==> src/rtl/sdram_rd_capture.sv <==
// sdram_rd_capture: snoops SDRAM command pins, captures READ bursts after CAS
// latency and buffers {first, data} words in a first-word-fall-through FIFO
// that drains over a valid/ready stream.
module sdram_rd_capture #(
  parameter int CAS_LAT   = 3,   // 2..3
  parameter int BURST_LEN = 4,   // 1, 2, 4 or 8
  parameter int DATA_W    = 16,
  parameter int FIFO_AW   = 4
) (
  input  logic                clk,
  input  logic                rst,
  input  logic                cmd_cs_n,
  input  logic                cmd_ras_n,
  input  logic                cmd_cas_n,
  input  logic                cmd_we_n,
  input  logic [DATA_W-1:0]   dq_in,
  output logic                out_valid,
  input  logic                out_ready,
  output logic [DATA_W-1:0]   out_data,
  output logic                out_first,
  output logic [FIFO_AW:0]    fifo_count,
  output logic                overflow,
  output logic                busy
);

  localparam int DEPTH = 2 ** FIFO_AW;
  localparam int BW    = (BURST_LEN > 1) ? $clog2(BURST_LEN) : 1;
  localparam logic [BW-1:0]    LAST_BEAT = BW'(BURST_LEN - 1);
  localparam logic [FIFO_AW:0] DEPTH_C   = (FIFO_AW + 1)'(DEPTH);
  localparam logic [FIFO_AW:0] PTR_ONE   = (FIFO_AW + 1)'(1);

  typedef enum logic {
    S_IDLE,
    S_CAPT
  } state_t;

  // Command decode: only a selected chip counts.
  logic cmd_read, cmd_bst;
  assign cmd_read = !cmd_cs_n &&  cmd_ras_n && !cmd_cas_n &&  cmd_we_n;
  assign cmd_bst  = !cmd_cs_n &&  cmd_ras_n &&  cmd_cas_n && !cmd_we_n;

  // A marker entering at edge k leaves the top stage at edge k+CAS_LAT,
  // exactly when the first data beat (or first dropped beat) is on dq_in.
  logic [CAS_LAT-1:0] start_sr, bst_sr;
  logic               start_exit, bst_exit;
  assign start_exit = start_sr[CAS_LAT-1];
  assign bst_exit   = bst_sr[CAS_LAT-1];

  // Delay lines for READ and BST markers.
  always_ff @(posedge clk) begin
    // NOTE: sequential state always uses non-blocking (<=) so every flop
    // samples pre-edge values regardless of statement order.
    if (rst) begin
      start_sr <= '0;
      bst_sr   <= '0;
    end else begin
      start_sr <= {start_sr[CAS_LAT-2:0], cmd_read};
      bst_sr   <= {bst_sr[CAS_LAT-2:0], cmd_bst};
    end
  end

  state_t          state, state_nxt;
  logic [BW-1:0]   beat, beat_nxt;   // index of the beat captured at the next edge
  logic            wr_en, wr_first;

  // Capture FSM state register.
  always_ff @(posedge clk) begin
    if (rst) begin
      state <= S_IDLE;
      beat  <= '0;
    end else begin
      state <= state_nxt;
      beat  <= beat_nxt;
    end
  end

  // Capture FSM next state and FIFO write request; a new start beats both
  // an expiring BST and the tail of an older burst.
  always_comb begin
    // NOTE: every output gets a default first so no path leaves a value
    // unassigned, which would otherwise infer a latch.
    state_nxt = state;
    beat_nxt  = beat;
    wr_en     = 1'b0;
    wr_first  = 1'b0;
    if (start_exit) begin
      wr_en    = 1'b1;
      wr_first = 1'b1;
      if (BURST_LEN == 1) begin
        state_nxt = S_IDLE;
        beat_nxt  = '0;
      end else begin
        state_nxt = S_CAPT;
        beat_nxt  = BW'(1);
      end
    end else if (bst_exit) begin
      state_nxt = S_IDLE;
      beat_nxt  = '0;
    end else if (state == S_CAPT) begin
      wr_en = 1'b1;
      if (beat == LAST_BEAT) begin
        state_nxt = S_IDLE;
        beat_nxt  = '0;
      end else begin
        beat_nxt = beat + BW'(1);
      end
    end
  end

  assign busy = (|start_sr) || (|bst_sr) || (state == S_CAPT);

  // FIFO: extra pointer bit distinguishes full from empty.
  logic [DATA_W:0]  mem [DEPTH];
  logic [FIFO_AW:0] wr_ptr, rd_ptr;
  logic             full, pop, push;
  logic [DATA_W:0]  head;

  assign fifo_count = wr_ptr - rd_ptr;
  assign full       = (fifo_count == DEPTH_C);
  assign out_valid  = (fifo_count != '0);
  assign pop        = out_valid && out_ready;
  assign push       = wr_en && (!full || pop);

  // FIFO storage write.
  always_ff @(posedge clk) begin
    // NOTE: storage is deliberately not reset; pointers define which
    // entries are meaningful, and out_first is masked while empty.
    if (push) mem[wr_ptr[FIFO_AW-1:0]] <= {wr_first, dq_in};
  end

  // FIFO pointers and sticky overflow.
  always_ff @(posedge clk) begin
    if (rst) begin
      wr_ptr   <= '0;
      rd_ptr   <= '0;
      overflow <= 1'b0;
    end else begin
      if (push) wr_ptr <= wr_ptr + PTR_ONE;
      if (pop)  rd_ptr <= rd_ptr + PTR_ONE;
      if (wr_en && full && !pop) overflow <= 1'b1;
    end
  end

  assign head      = mem[rd_ptr[FIFO_AW-1:0]];
  assign out_data  = head[DATA_W-1:0];
  assign out_first = out_valid && head[DATA_W];

endmodule

==> config.mk <==
export PLATFORM = sky130hd
export DESIGN_NAME = sdram_rd_capture
export DESIGN_NICKNAME = d
export VERILOG_FILES = /design/src/rtl/sdram_rd_capture.sv
export SDC_FILE = /design/constraint.sdc
export NUM_CORES = 1
export LEC_CHECK = 0
export ABC_AREA = 1
export CAP_MARGIN = 20
export CORE_ASPECT_RATIO = 0.5
export CORE_UTILIZATION = 48
export CTS_CLUSTER_DIAMETER = 60
export DETAILED_ROUTE_END_ITERATION = 8
export GPL_TIMING_DRIVEN = 0
export PLACE_DENSITY = 0.64
export SKIP_LAST_GASP = 1
export SLEW_MARGIN = 20
export SYNTH_ARGS = -nofsm -noshare
export SYNTH_HDL_FRONTEND = slang
export SYNTH_SLANG_ARGS = --single-unit
==> constraint.sdc <==
create_clock -name clk -period 9.6 [get_ports clk]
set_input_delay 0.96 -clock clk [delete_from_list [all_inputs] [get_ports clk]]
set_output_delay 0.96 -clock clk [all_outputs]
set_load 0.05 [all_outputs]
==> out/metrics.csv, run 1 <==
stage,metric,value,unit
run_status,status,completed,
synth,synthSimpleGateAreaFrac,0.106,
worst_setup_path,rrSetupSlack,6390,ps
placed_design,place_congestion,0.846,
synth,synth-edff-count,272,
timing,hold_viol,0,
synth,synth_compound_area_frac,0.115,
clocking,cts_setup_buffers,0,
worst_setup_path,crit_family,buffers and inverters,
drt,postRouteAntennaNets,0,
clocking,clk_pin_slew_worst_paths,70,ps
drt,dr.pass1.iters,5,
synth,yosys-top-cells-area,"edfxtp_1 (69%), o21ai_0 (5.6%), nor2_1 (5.0%)",
worst_setup_path,cp_slowest_stage_delay,830,ps
placed_design,hpwlAfterDp,20.2,mm
clocking,htreeDepth,1,
clocking,clk_path_buf_depth,3,
timing,slew_headroom,0.427,
global_routing,grtUsageTotal,0.256,
worst_setup_path,cp.arrival,3390,ps
floorplan,ioPinCount,48,
timing,setup_viol,0,
clocking,cts.sink_count,296,
worst_setup_path,timing.rr.end,mem[11][14],
timing,finalClockSkew,17.3,ps
drt,vias_per_cell,5.96,
timing,maxSlewViolCount,0,
worst_setup_path,crit_fanout,8,
synth,synth-xor-area-share,0.00516,
worst_setup_path,crit_chain,inv_1 -> ha_1 -> fa_1 -> xnor2_1 -> nor2_2 -> inv_2 -> nor2_8 -> nand2_4 -> nand2_1 -> a21oi_1 -> clkdlybuf4s50_1,
floorplan,core-area,24100,µm²
synth,synth_top_cell_area_share,0.688,
timing,worst_pin_slew,858,ps
flow_run,max_cap_violations,0,
power,peakVddDrop,0.128,mV
timing,post-route-min-period,4350,ps
drt,drc,0,
synth,synth_area_per_cell,13.1,µm²
timing,rsz0062_at_grt,false,
floorplan,die_height,113,µm
worst_setup_path,crit_cells,11,
synth,synth_top_family_by_area,compound AO/OA/AOI/OAI gates,
clocking,clk_latency,550,ps
layout,nNetsFinal,1023,
layout,fillers,1919,
worst_setup_path,reg2reg_from,wr_ptr[0],
placed_design,io_buffers,47,
synth,ys_types,35,
synth,synth_fp_nets,943,
worst_setup_path,crit_type,reg -> out,
synth,synth_top_area_cell,edfxtp_1,
drt,routedWlPerCell,24.1,µm
synth,muxShareOfSynthArea,0.000843,
worst_setup_path,setup.worst_path.start,wr_ptr[0],
layout,area_growth,16.2,%
global_routing,grt_max_degree,21,
worst_setup_path,cp-end-kind,output pin,
layout,register_area,8650,µm²
worst_setup_path,slowest_stage,clkdlybuf4s50_1,
global_routing,grt_pass1_vias,7472,
floorplan,fp-row-count,40,
clocking,cts_hold_buf,0,
synth,synth_area,11900,µm²
worst_setup_path,start_kind,register,
synth,synthAdderAreaFrac,0.0122,
synth,ys.flop_type,edfxtp_1,
synth,yosysSeqAreaShare,0.728,
synth,synthTopCellsByCount,"edfxtp_1 (272), nor2_1 (157), o21ai_0 (132), o221ai_1 (56), nand2_1 (51)",
synth,synth_cells,909,
floorplan,die_x,224,µm
clocking,cts-root-buf,clkbuf_16,
timing,fin_tns_setup,0,ps
layout,drive_gt1_frac,0.105,
drt,routed_wl,32.3,mm
timing,min_period_over_period,0.453,
synth,yosysMostFrequentCell,edfxtp_1,
clocking,cts_buffers,26,
global_routing,grt_pass1_wl,46.9,mm
power,leakage,4.53,nW
worst_setup_path,reg2regPathDepth,13,
synth,async_reset_ff_frac,0,
floorplan,initial_utilization,0.492,
power,p_per_area,217,nW/µm²
drt,drt_iter0_markers,967,
clocking,ctsResizeCount,0,
layout,fin_util,0.572,
synth,ys_warn_count,0,
floorplan,die_area,25400,µm²
clocking,cts_tree,built,
worst_setup_path,crit_required,8640,ps
timing,max_freq,230,MHz
worst_setup_path,crit_end,out_first,
drt,routed-via-count,8010,
layout,multi_input_area,2940,µm²
synth,synth-seq-cells,296,
worst_hold_path,min_path_type,reg -> reg,
global_routing,grt_overflow,0,
global_routing,antenna_found_initial,0,
worst_setup_path,crit_buf_inv,3,
layout,antenna-diode-count,0,
## layer usage
metal  wire length, µm  global-route usage  vias up
met1             13800               0.372     3948
li1                  -                   -     3538
met4               635              0.0667        0
met3              3150              0.0483       46
met5                 0                   0        -
met2             14800               0.398      478
## power breakdown
group	switching [mW]	internal [mW]	total, mW
combinational	0.370	0.144	0.513
clock	0.463	0.598	1.06
sequential	0.00679	1.41	1.42
## flip-flops by register name, summed over array words and instances (netlist names), named ones only
signal and flops:
beat 2, wr_ptr 5, start_sr 3, state 1
rd_ptr 5, overflow 1, bst_sr 3, mem 272
## cell type report
cell class	count	area share
clock inverter	9	0.00562
timing repair buffer	52	0.0390
tap	336	0.0305
clock buffer	38	0.0572
sequential	296	0.627
inverter	35	0.0101
buffer	55	0.0175
multi-input combinational	523	0.213
## logic make-up after synthesis
kind of cell,after synthesis
muxes,1
and+or+nand+nor,282
xor gates and xnor gates,7
buffers and inverters,90
DFF,296
AOI/OAI and AO/OA,222
adders and majority gates,11
## worst min-delay path by stage
stage,endpoint,cells after the start,start
finish,start_sr[2],2,start_sr[1]
global placement,start_sr[2],2,start_sr[1]
floorplan,bst_sr[1],2,bst_sr[0]
detailed placement,start_sr[2],2,start_sr[1]
global route,bst_sr[2],2,bst_sr[1]
CTS,start_sr[2],2,start_sr[1]
## per-stage QoR
step | area (µm²) | hold slack, ps | setup WS (ps) | instances | power [mW]
CTS | 13800 | 427 | 5210 | 1344 | 2.98
global route | 13800 | 450 | 5050 | 1344 | 3.07
detailed placement | 12900 | 417 | 5780 | 1297 | 1.95
floorplan | 11900 | 403 | 5360 | 909 | 1.75
global placement | 12800 | 414 | 5350 | 1292 | 1.94
finish | 13800 | 423 | 5250 | 1344 | 2.99
## placed cells by master (no fill, tap or decap), drive strengths merged
master         Yosys  final
edfxtp           272    272
nor2             163    163
o21ai            132    132
clkbuf            33     71
nand2             64     64
o221ai            56     56
nand3             47     47
clkdlybuf4s50      0     47
inv               33     33
buf               22     27
dfxtp             24     24
a21oi             16     16
ha                10     10
clkinv             2      9
o22ai              8      8
o211ai             8      8
xor2               6      6
nand3b             4      4
nor3               2      2
nor4               2      2
xnor2              1      1
a22oi              1      1
mux2i              1      1
a31oi              1      1
fa                 1      1
clkinvlp           0      1
bufinv             0      1
## worst min-delay path: stages, from the launching register on
cell	delay, ps
dfxtp_1	310
inv_1	50
nor2_1	30
Note: power is estimated with default switching activity, not from simulation.
==> inputs of run 2 (changes only) <==
==> constraint.sdc (replaced) <==
create_clock -name clk -period 4.1 [get_ports clk]
set_input_delay 0.41 -clock clk [delete_from_list [all_inputs] [get_ports clk]]
set_output_delay 0.41 -clock clk [all_outputs]
set_load 0.05 [all_outputs]
==> results of run 2 <==
Same layout as run 1 (identical final DEF). Status: completed.
Main changes from that run: setup slack after placement 5780 ps -> 832 ps; setup slack after layout 5250 ps -> 299 ps; register-to-register setup slack 6390 ps -> 890 ps; total power 2.99 mW -> 7.00 mW; worst IR drop on VDD 0.128 mV -> 0.300 mV
==> inputs of run 3 (changes only) <==
--- a/config.mk
+++ b/config.mk
@@ -5,7 +5,6 @@
 export SDC_FILE = /design/constraint.sdc
 export NUM_CORES = 1
 export LEC_CHECK = 0
-export ABC_AREA = 1
 export CAP_MARGIN = 20
 export CORE_ASPECT_RATIO = 0.5
 export CORE_UTILIZATION = 48
==> constraint.sdc (replaced) <==
create_clock -name clk -period 4.1 [get_ports clk]
set_input_delay 0.82 -clock clk [delete_from_list [all_inputs] [get_ports clk]]
set_output_delay 0.82 -clock clk [all_outputs]
set_load 0.05 [all_outputs]
==> run 3 against run 2 <==
Net effect:
- fmax down 3.2%
- sequential share of layout area is 2.3 points higher
- hold slack improved by 42 ps
- highest routed layer unchanged
- sequential cell count stayed put
- die area decreased by 2.3%
- synthesized cell count fell by 42%
- largest cell class unchanged
- setup slack lost 120 ps
- critical endpoint is now out_valid
- register-to-register slack lost 500 ps
==> out/metrics.csv, run 3 <==
stage,metric,value,unit
run_status,status,completed,
drt,drc,0,
timing,slew_headroom,0.255,
worst_setup_path,crit_top_cell,inv_1,
clocking,cts.sink_count,296,
synth,synth-seq-cells,296,
worst_setup_path,cp-end-kind,output pin,
floorplan,fp-row-count,39,
timing,min_period_over_period,0.957,
drt,met1Wirelength,11.2,mm
clocking,clk_path_buf_depth,3,
synth,synth_top_cell_area_share,0.704,
layout,final_common_cell,edfxtp_1,
clocking,cts_tree,built,
timing,finalClockSkew,11.5,ps
synth,synth-edff-count,272,
power,pwr-share-seq,0.426,
worst_setup_path,start_kind,register,
floorplan,die_height,112,µm
flow_run,max_cap_violations,0,
worst_setup_path,crit_fanout,5,
layout,drive_gt1_frac,0.260,
layout,area_growth,14.8,%
placed_design,place_congestion,0.791,
timing,maxSlewViolCount,0,
clocking,clk_pin_slew_worst_paths,60,ps
synth,synthTopCellsByCount,"edfxtp_1 (272), mux4_2 (85), dfxtp_1 (24), nor2_1 (17)",
drt,drt_iter0_markers,563,
drt,wl_met3,1.32,mm
synth,async_reset_ff_frac,0,
worst_setup_path,slowest_stage,fa_1,
drt,postRouteAntennaNets,0,
global_routing,grt_pass1_vias,5531,
layout,layout_common_cells,"edfxtp_1 (272), mux4_2 (85), clkbuf_16 (27), clkdlybuf4s50_1 (27), dfxtp_1 (24)",
synth,synth_area,11600,µm²
drt,vias_per_cell,5.81,
placed_design,io_buffers,46,
clocking,cts-root-buf,clkbuf_16,
synth,synth_cells,528,
drt,met2_length,11.0,mm
clocking,htreeDepth,1,
power,pwr-share-comb,0.287,
layout,multi_input_area,2810,µm²
synth,ys_warn_count,0,
global_routing,antenna_found_initial,0,
worst_hold_path,min_path_type,reg -> reg,
synth,synth_area_per_cell,22.0,µm²
layout,largest_reg_flops,272,
timing,hold_ws,464,ps
timing,worst_slack,175,ps
drt,routed_wl,23.8,mm
power,internal_power,5.48,mW
synth,synth_fp_nets,562,
timing,rsz0062_at_grt,false,
drt,routedWlPerCell,25.6,µm
power,peakVddDrop,0.559,mV
synth,ys.flop_type,edfxtp_1,
layout,register_area,8650,µm²
placed_design,hpwlAfterDp,13.5,mm
synth,ys_types,40,
worst_setup_path,crit_type,reg -> out,
drt,routed-via-count,5399,
global_routing,grt_max_degree,22,
timing,post-route-min-period,3930,ps
worst_setup_path,cp.arrival,3110,ps
synth,yosysSeqAreaShare,0.746,
clocking,clk_latency,520,ps
power,p_sw,2.34,mW
global_routing,grt_pass1_wl,35.2,mm
placed_design,pre_cts_ws,-65.3,ps
clocking,cts_hold_buf,0,
timing,hold_viol,0,
timing,max_freq,255,MHz
floorplan,core-area,23300,µm²
worst_setup_path,crit_required,3280,ps
synth,yosysMostFrequentCell,edfxtp_1,
drt,dr.pass1.iters,5,
synth,yosys-top-cells-area,"edfxtp_1 (70%), mux4_2 (17%), dfxtp_1 (4.1%)",
floorplan,ioPinCount,48,
floorplan,die_x,222,µm
worst_setup_path,cp_slowest_stage_delay,520,ps
layout,nNetsFinal,638,
global_routing,grtUsageTotal,0.198,
timing,setup_viol,0,
floorplan,initial_utilization,0.498,
floorplan,die_area,24800,µm²
timing,worst_pin_slew,1120,ps
worst_setup_path,crit_chain,inv_1 -> ha_1 -> fa_1 -> inv_1 -> or3_4 -> o31ai_4 -> nand2_1 -> dlygate4sd2_1,
power,leakage,4.33,nW
power,p_sw_frac,0.299,
layout,antenna-diode-count,0,
clocking,cts_buffers,26,
power,p_per_area,587,nW/µm²
power,clkPwrFrac,0.287,
layout,fillers,1682,
drt,highest_layer,met4,
global_routing,grt_overflow,0,
synth,synth_top_area_cell,edfxtp_1,
[run 3: changes by cell type after synthesis, sizes merged, moves of 45 or more]
cell,previous run,this run
mux4,0,85
nand2,64,5
nand3,47,2
nor2,163,17
o21ai,132,0
o221ai,56,0
[run 3: kinds of logic after synthesis]
| logic type | Yosys count | synth area share |
|---|---|---|
| xor+xnor | 4 | 0.00367 |
| simple gates | 69 | 0.0332 |
| compound gates | 18 | 0.0134 |
| fa+ha+maj | 11 | 0.0125 |
| flops | 296 | 0.746 |
| mux | 98 | 0.177 |
| buf+inv | 32 | 0.0142 |
[run 3: path summary, 6_finish.rpt]
path,end,startpoint,cells past startpoint,slack (ps)
worst max-delay path,out_valid,wr_ptr[0],8,170
worst min-delay path,start_sr[2],start_sr[1],1,460
worst max register to register,mem[6][9],wr_ptr[0],10,390
worst min register to register,start_sr[2],start_sr[1],1,460
[run 3: repair_timing]
action	in CTS	in global routing
gates resized for setup	19	16
pin swaps	1	0
buffers inserted	1	0
endpoints found under the setup margin	18	15
[run 3: critical path, delay by kind of cell (launching register included)]
kind,cells,cell delay (ps)
buffers and inverters,3,650
and+or+nand+nor,2,480
AOI/OAI and AO/OA,1,250
adders and majority gates,2,760
DFF,1,420
[run 3: per-stage QoR]
| stage | area, µm² | total power, mW | utilization | TNS [ps] | cells |
|---|---|---|---|---|---|
| 2_1_floorplan | 11600 | 5.03 | - | 0 | 528 |
| 3_3_place_gp | 12400 | 5.66 | 0.535 | -573 | 881 |
| 3_5_place_dp | 12500 | 5.67 | 0.537 | -322 | 882 |
| 4_1_cts | 13300 | 7.90 | 0.571 | -9.19 | 929 |
| 5_1_grt | 13300 | 8.10 | 0.572 | 0 | 929 |
| 6_report | 13300 | 7.82 | 0.572 | 0 | 929 |
[run 3: cell type report]
cell class,count,share of cell area
Buffer,23,0.0118
Clock buffer,31,0.0519
Clock inverter,15,0.00545
Inverter,9,0.00254
Multi-Input combinational cell,200,0.211
Sequential cell,296,0.650
Tap cell,307,0.0289
Timing Repair Buffer,48,0.0391
[run 3: power by group through the flow]
stage | registers [mW] | clock network, mW | logic [mW]
finish | 3.33 | 2.25 | 2.24
global route | 3.33 | 2.39 | 2.38
CTS | 3.33 | 2.28 | 2.29
floorplan | 3.39 | 0 | 1.64
global placement | 3.40 | 0 | 2.26
detailed placement | 3.40 | 0 | 2.27
[run 3: layer usage]
metal,vias up,GRT usage
li1,2351,-
met1,2852,0.307
met2,165,0.301
met3,31,0.0293
met4,0,0.0394
met5,-,0
